**src/rtl/usb2_ep_bufctl.sv**
```systemverilog
// usb2_ep_bufctl: ping-pong packet buffer for one USB2 endpoint,
// backed by a 1024x8 RAM split into two 512-byte halves.
module usb2_ep_bufctl (
   input  logic       clk,
   input  logic       reset_n,
   input  logic       in_valid,
   input  logic [7:0] in_data,
   input  logic       in_last,
   input  logic       in_abort,
   output logic       in_ready,
   output logic       out_valid,
   output logic [7:0] out_data,
   output logic       out_last,
   input  logic       out_ready,
   output logic       ram_wr_we,
   output logic [9:0] ram_wr_adr,
   output logic [7:0] ram_wr_dat,
   output logic [9:0] ram_rd_adr,
   input  logic [7:0] ram_rd_dat,
   output logic [1:0] pkt_cnt,
   output logic       err_ovf
);

   typedef enum logic {IDLE, STREAM} rd_state_t;

   logic [1:0] full, full_nxt;
   logic [9:0] len0, len1, len_cur;
   logic       wr_sel, wr_sel_nxt;
   logic [9:0] wr_cnt, wr_cnt_nxt;
   logic       drop, drop_nxt;
   logic       rd_sel, rd_sel_nxt;
   logic [8:0] rd_idx, rd_idx_nxt;
   rd_state_t  state, state_nxt;

   logic accept;
   logic room;
   logic commit;
   logic ovf;
   logic hs;
   logic last_hs;

   assign in_ready   = ~full[wr_sel];
   assign accept     = in_valid & in_ready & ~in_abort;
   assign room       = ~wr_cnt[9];
   assign ram_wr_we  = accept & room & ~drop;
   assign ram_wr_adr = {wr_sel, wr_cnt[8:0]};
   assign ram_wr_dat = in_data;
   assign commit     = ram_wr_we & in_last;
   // a last byte that could not be stored closes an oversize packet
   assign ovf        = accept & in_last & ~ram_wr_we;

   always_comb begin
      wr_cnt_nxt = wr_cnt;
      drop_nxt   = drop;
      wr_sel_nxt = wr_sel;
      unique case (1'b1)
         in_abort: begin
            wr_cnt_nxt = '0;
            drop_nxt   = 1'b0;
         end
         accept & in_last: begin
            wr_cnt_nxt = '0;
            drop_nxt   = 1'b0;
            wr_sel_nxt = wr_sel ^ commit;
         end
         ram_wr_we & ~in_last: begin
            wr_cnt_nxt = wr_cnt + 10'd1;
         end
         accept & ~in_last & ~ram_wr_we: begin
            drop_nxt = 1'b1;
         end
         default: begin
         end
      endcase
   end

   assign len_cur    = rd_sel ? len1 : len0;
   assign out_valid  = (state == STREAM);
   assign out_last   = out_valid & ({1'b0, rd_idx} == len_cur - 10'd1);
   assign out_data   = ram_rd_dat;
   assign hs         = out_valid & out_ready;
   assign last_hs    = hs & out_last;
   assign rd_sel_nxt = rd_sel ^ last_hs;
   assign rd_idx_nxt = last_hs ? 9'd0 : rd_idx + 9'(hs);
   // the RAM answers one clock later, so present the next index now
   assign ram_rd_adr = {rd_sel_nxt, rd_idx_nxt};

   always_comb begin
      full_nxt = full;
      if (commit) begin
         full_nxt[wr_sel] = 1'b1;
      end
      if (last_hs) begin
         full_nxt[rd_sel] = 1'b0;
      end
   end

   always_comb begin
      state_nxt = state;
      unique case (state)
         IDLE: begin
            if (full[rd_sel]) begin
               state_nxt = STREAM;
            end
         end
         STREAM: begin
            if (last_hs) begin
               state_nxt = full[~rd_sel] ? STREAM : IDLE;
            end
         end
      endcase
   end

   assign pkt_cnt = 2'(full[0]) + 2'(full[1]);

   always_ff @(posedge clk or negedge reset_n) begin
      if (!reset_n) begin
         full    <= '0;
         len0    <= '0;
         len1    <= '0;
         wr_sel  <= 1'b0;
         wr_cnt  <= '0;
         drop    <= 1'b0;
         rd_sel  <= 1'b0;
         rd_idx  <= '0;
         state   <= IDLE;
         err_ovf <= 1'b0;
      end else begin
         full    <= full_nxt;
         wr_sel  <= wr_sel_nxt;
         wr_cnt  <= wr_cnt_nxt;
         drop    <= drop_nxt;
         rd_sel  <= rd_sel_nxt;
         rd_idx  <= rd_idx_nxt;
         state   <= state_nxt;
         err_ovf <= ovf;
         if (commit & ~wr_sel) begin
            len0 <= wr_cnt + 10'd1;
         end
         if (commit & wr_sel) begin
            len1 <= wr_cnt + 10'd1;
         end
      end
   end

endmodule

```
**config.mk**
```make
export PLATFORM = sky130hd
export DESIGN_NAME = usb2_ep_bufctl
export DESIGN_NICKNAME = d
export VERILOG_FILES = /design/src/rtl/usb2_ep_bufctl.sv
export SDC_FILE = /design/constraint.sdc
export NUM_CORES = 1
export LEC_CHECK = 0
export ABC_AREA = 0
export BUFFER_PORTS_ARGS = -buffer_cell sky130_fd_sc_hd__buf_2
export CAP_MARGIN = 20
export CORE_MARGIN = 4
export CORE_UTILIZATION = 45
export DETAILED_ROUTE_END_ITERATION = 12
export PLACE_DENSITY = 0.7
export SLEW_MARGIN = 40
export SYNTH_ARGS = -nofsm -noshare
export SYNTH_HDL_FRONTEND = slang
export SYNTH_SLANG_ARGS = --single-unit
```
**constraint.sdc**
```tcl
create_clock -name clk -period 4.6 [get_ports clk]
set_input_delay 0.92 -clock clk [delete_from_list [all_inputs] [get_ports clk]]
set_output_delay 0.92 -clock clk [all_outputs]
set_load 0.05 [all_outputs]
```
== Word-level counts from Yosys, hierarchy flattened ==
Cells that the tools add are included.
Word-level totals
  input port bits: 22
  register bits after elaboration: 46
  word-level logic and storage cells: 74
Operators by class
  magnitude comparators: 5
  $add $sub $neg: 4
  bitwise operators: 29
  equal/unequal tests: 1
  muxes and demuxes: 20
  reduce and logical (&&, ||, !) cells: 5
Operators with widths (count)
  $pmux 10 s2: 1
  $and 1x1->1: 15
  $mux 1: 11
  $add 10x1->10 const B: 1
  $eq 9x10->1: 1
  $mux 10: 1
  $sub 10x1->10 const B: 1
  $add 9x1->9: 1
  $mux 9: 1
  $not 1->1: 9
  $lt 1x2->1 const B: 3
  $mux 2: 2
  $pmux 1 s2: 2
  $reduce_bool 2->1: 2
  $add 1x1->2: 1
  $and 2x2->2: 1
  $demux 1 s1: 2
  $ge 1x1->1 const B: 2
  $logic_and 1x1->1: 2
  $not 2->2: 1
  $or 2x2->2: 1
  $reduce_or 2->1: 1
  $xor 1x1->1: 2

== Depth between registers and ports, before layout ==
  word-level depth: 11
  gate-level depth with buffers: 14

== Worst setup path after synthesis ==
No wires, ideal clock.
  path kind: reg2out
  from: reg rd_sel
  to: out ram_rd_adr[9]
  data required time: 3.680 ns
  arrival: 3.531 ns
  setup slack: 0.149 ns
  cell stages (with the launch flop): 15
  cells stage by stage: dfrtp_1 -> buf_6 -> buf_2 -> buf_2 -> mux2i_1 -> ha_1 -> or4b_2 -> nor3_1 -> o21ai_0 -> o21a_1 -> nor3_4 -> and2_4 -> buf_6 -> xnor2_1 -> buf_4
On the way
  longest elaborated chain between the ends: 6
RTL lines
  start, declared: line 31  | logic rd_sel, rd_sel_nxt;
  start signal, assigned: line 133  | rd_sel <= rd_sel_nxt;
  $mux 10: line 77  | assign len_cur = rd_sel ? len1 : len0;
  $sub 10x1->10: line 79  | assign out_last = out_valid & ({1'b0, rd_idx} == len_cur - 10'd1);
  $eq 9x10->1: line 79
  $and 1x1->1: line 79
  via out_last: line 13  | output logic out_last,
  $and 1x1->1: line 82  | assign last_hs = hs & out_last;
  $xor 1x1->1: line 83  | assign rd_sel_nxt = rd_sel ^ last_hs;
  end, declared: line 18  | output logic [9:0] ram_rd_adr,
The timed path passes the listed nets, and every way through them passes these cells.

== Final worst setup path ==
  from: reg rd_sel
  to: out ram_rd_adr[9]
On the way
  longest elaborated chain between the ends: 6
RTL lines (line)
  $mux 10: 77
  $sub 10x1->10: 79
  $eq 9x10->1: 79
  $and 1x1->1: 79
  $and 1x1->1: 82
  $xor 1x1->1 (*): 83
Every way passes the cells marked *; elsewhere a longest branch is shown, timed or not.

==> results.md <==
* Crit path time final at 4.32 ns
* Largest net degree at the start of global routing at 47
* Final wirelength at 5270 um
* Clock root cell: clkbuf_8
* First-pass detailed-route iteration total at 4
* Outcome: finished clean
* Antenna diodes at 0
* Total power draw at roughly 1.9 mW
* Core footprint at 0.00564 mm^2
* Clock Skew at between 0.01 and 0.015 ns
* Die area at 0.00729 mm^2
* Predominant post-synthesis flop cell: dfrtp_1
* Buf+Inv Stages, Crit Path at 2
* FF+latch count, synth at 46
* Crit Path Class: register to output pin
* P_leak at approximately 1.4 nW
* Required @ worst endpoint at 3.68 ns
* Chip height at 85.4 um
* Worst path slowest cell: a222oi_1
* First-pass GRT wire length at between 9000 and 10000 um
* Area grow syn2layout at 4.78%
* CP cell instances: buf_4, or4_4, a222oi_1, and3_1, o32ai_1, nor3_4, and2_4, xnor2_1, buf_2
* Met2 WL post-DR at between 2000 and 2500 um
* Routed WL per cell at between 10 and 15 um
* Chip width at 85.4 um
* Share of layout cells above drive strength 1 at 17.9%
* All-Layer GR Usage at 15.5%
* # Post-CTS Setup Buffers at 0
* Highest routing layer actually used: met4
* Post-Place Cells at approximately 350
* RSZ-0062 raised after global routing: false
* PwrDens at 674 mW/mm^2
* Final hold vios at 0
* Post-route antenna net violation count at 0
* Post-synth top area cell: dfrtp_1
* Synth area leaders: dfrtp_1 43%, buf_4 7.5%, xnor2_1 6.5%
* Via count at between 1500 and 2000
* DR iter-0 viols at roughly 130
* Setup violators final at 0
* Longest Clk Path Bufs at 2
* Post-synthesis cell type count at 43
* Nets@finish at 318
* Starting Density at 47.8%
* Rel. slew slack at 60.0%
* Avg Inst Size Synth at around 9.5 um^2
* Yosys top cell area share at 42.7%
* Final period util at around 94%
* Crit path capture type: output pin
* Worst stage delay on the critical path at around 0.57 ns
* Clk slew on worst S/H paths at 0.09 ns
* Stages on worst setup path at 9
* Vias/cell at 5.33
* Startpoint Class: register
* CTS tree: yes
* # resized after CTS at 0
* Hold path depth at 2
* Ys Warns at 0
* Top-level I/O count at 65
* Max Clock Freq at approximately 230 MHz
* Hold bufs inserted after CTS at 0
* Max Transition Viols Final at 0
* Residual DRC at 0
* Mapped Cells at 285
* Worst VDD drop at 0.000336 V
* Layout Cells excl Fill at 362
* Number of synthesized flops with an enable pin at 0
* Mapped cell area at about 0.0027 mm^2
* CP max FO at 24
* CP delay by family, top: simple AND/OR/NAND/NOR gates
* Placed cell area at ~0.0027 mm^2
* Hold Path Class: register to register
* CTS Buf Count at 5
* CP Data Arrival Time at 3.40 ns
* Rows at 27
* Clock sinks at 46
* Port Buffers at 32
* Hpwl dp at 3920 um
* M1 WL at 2580 um
* MaxCap Viol Count at 0
* Vias in the first global route at 1918
* Initial antenna violation count at 0
* GPL Wtd Cong at 0.828
* H-tree depth at 2
* Clk_lat worst skew at around 0.30 ns
* Reg2reg path depth at 8
* Met3 wire len at between 300 and 400 um
* Setup TNS at 0 ns
* Sequential share of the synthesized area at a little over two fifths
* Fin area at 0.00282 mm^2
* Syn Nets at 314
* FFs w/ async S/R, synth at 100%
* Worst slew pin tran at roughly 0.6 ns
* GRT overflow at 0
[worst paths after layout]
path                                           from             endpoint  slack, ns
worst max register to register     rd_sel$_DFF_PN0_     rd_sel$_DFF_PN0_       1.71
worst max-delay path               rd_sel$_DFF_PN0_        ram_rd_adr[9]       0.28
worst min-delay path            len0[9]$_DFFE_PN0P_  len0[9]$_DFFE_PN0P_       0.53
worst min register to register  len0[9]$_DFFE_PN0P_  len0[9]$_DFFE_PN0P_       0.53
min in group asynchronous                   reset_n  len1[9]$_DFFE_PN0P_       0.61
max in group asynchronous                   reset_n  len1[0]$_DFFE_PN0P_       3.60
[area by class of cell]
type / count / area [um^2]
Multi-Input combinational cell: 199 / 1280
Clock buffer: 6 / 72.6
Inverter: 2 / 7.51
Timing Repair Buffer: 35 / 185
Tap cell: 72 / 90.1
Clock inverter: 2 / 37.5
Sequential cell: 46 / 1150
Fill cell: 555 / 2820
[through the flow]
| stage | utilization (%) | setup WS, ns | hold slack (ns) |
|---|---|---|---|
| 5_1_grt | 50.1 | 0.00110 | 0.550 |
| 2_1_floorplan | - | 0.149 | 0.490 |
| 3_5_place_dp | 48.1 | 0.634 | 0.515 |
| 3_3_place_gp | 48.0 | 0.751 | 0.517 |
| 6_report | 50.1 | 0.280 | 0.532 |
| 4_1_cts | 50.1 | 0.254 | 0.534 |
[per-layer routing]
layer	track usage [%]	up-vias
met4	4.46	0
met3	3.30	10
met5	0	-
met2	23.1	54
met1	22.5	906
li1	-	960
[cell usage in the layout (no fill, tap or decap), types with 4 or more instances in the layout]
cell      instances
dfrtp_1          46
xor2_1            9
nor2b_1           5
nand2_1          15
nand3_1           6
buf_4             4
xnor2_1          20
nor3_1            7
ha_1              7
mux2i_1          10
nor2_1           36
a21oi_1          25
buf_2            31
o21ai_0          17
and3_1            7
clkbuf_8          5
[worst register-to-register path, cell delays in order, from the launching register on]
cell	delay [ns]
dfrtp_1	0.43
buf_4	0.24
or4_4	0.54
a222oi_1	0.57
and3_1	0.26
o32ai_1	0.11
nor3_4	0.26
and2_4	0.26
xnor2_1	0.15
[sequential cells by signal, indices dropped and copies added (netlist names)]
name	cells
drop	1
rd_sel	1
out_valid	1
full	2
rd_idx	9
wr_cnt	10
err_ovf	1
wr_sel	1
len0	10
len1	10
[Yosys cell counts, types with 2 or more instances]
cell type and instances:
buf_6 2, nor2b_1 5, buf_4 27, a31oi_1 2
xor2_1 9, nor3_1 8, o21ai_0 17, dfrtp_1 46
buf_1 2, ha_1 7, inv_1 2, or3_1 3
and3_1 7, and2_1 3, and4_1 2, clkbuf_1 5
nor2_1 36, mux2i_1 10, or4b_2 2, a21oi_1 25
nand2_1 15, buf_2 2, mux2_2 3, nand3_1 6
xnor2_1 20, nand4_1 2
[where the power goes]
group | internal (mW) | switching, mW | leakage, nW
logic | 0.361 | 0.586 | 0.713
clock network | 0.162 | 0.140 | 0.0514
registers | 0.516 | 0.138 | 0.589
[kinds of logic after synthesis]
logic type,synth area share (%)
and+or+nand+nor,19.2
AOI/OAI and AO/OA,10.4
DFF,42.7
buffers and inverters,9.98
xor gates and xnor gates,9.42
muxes,4.97
adders and majority gates,3.25
Power figures use the tool's default switching activity.
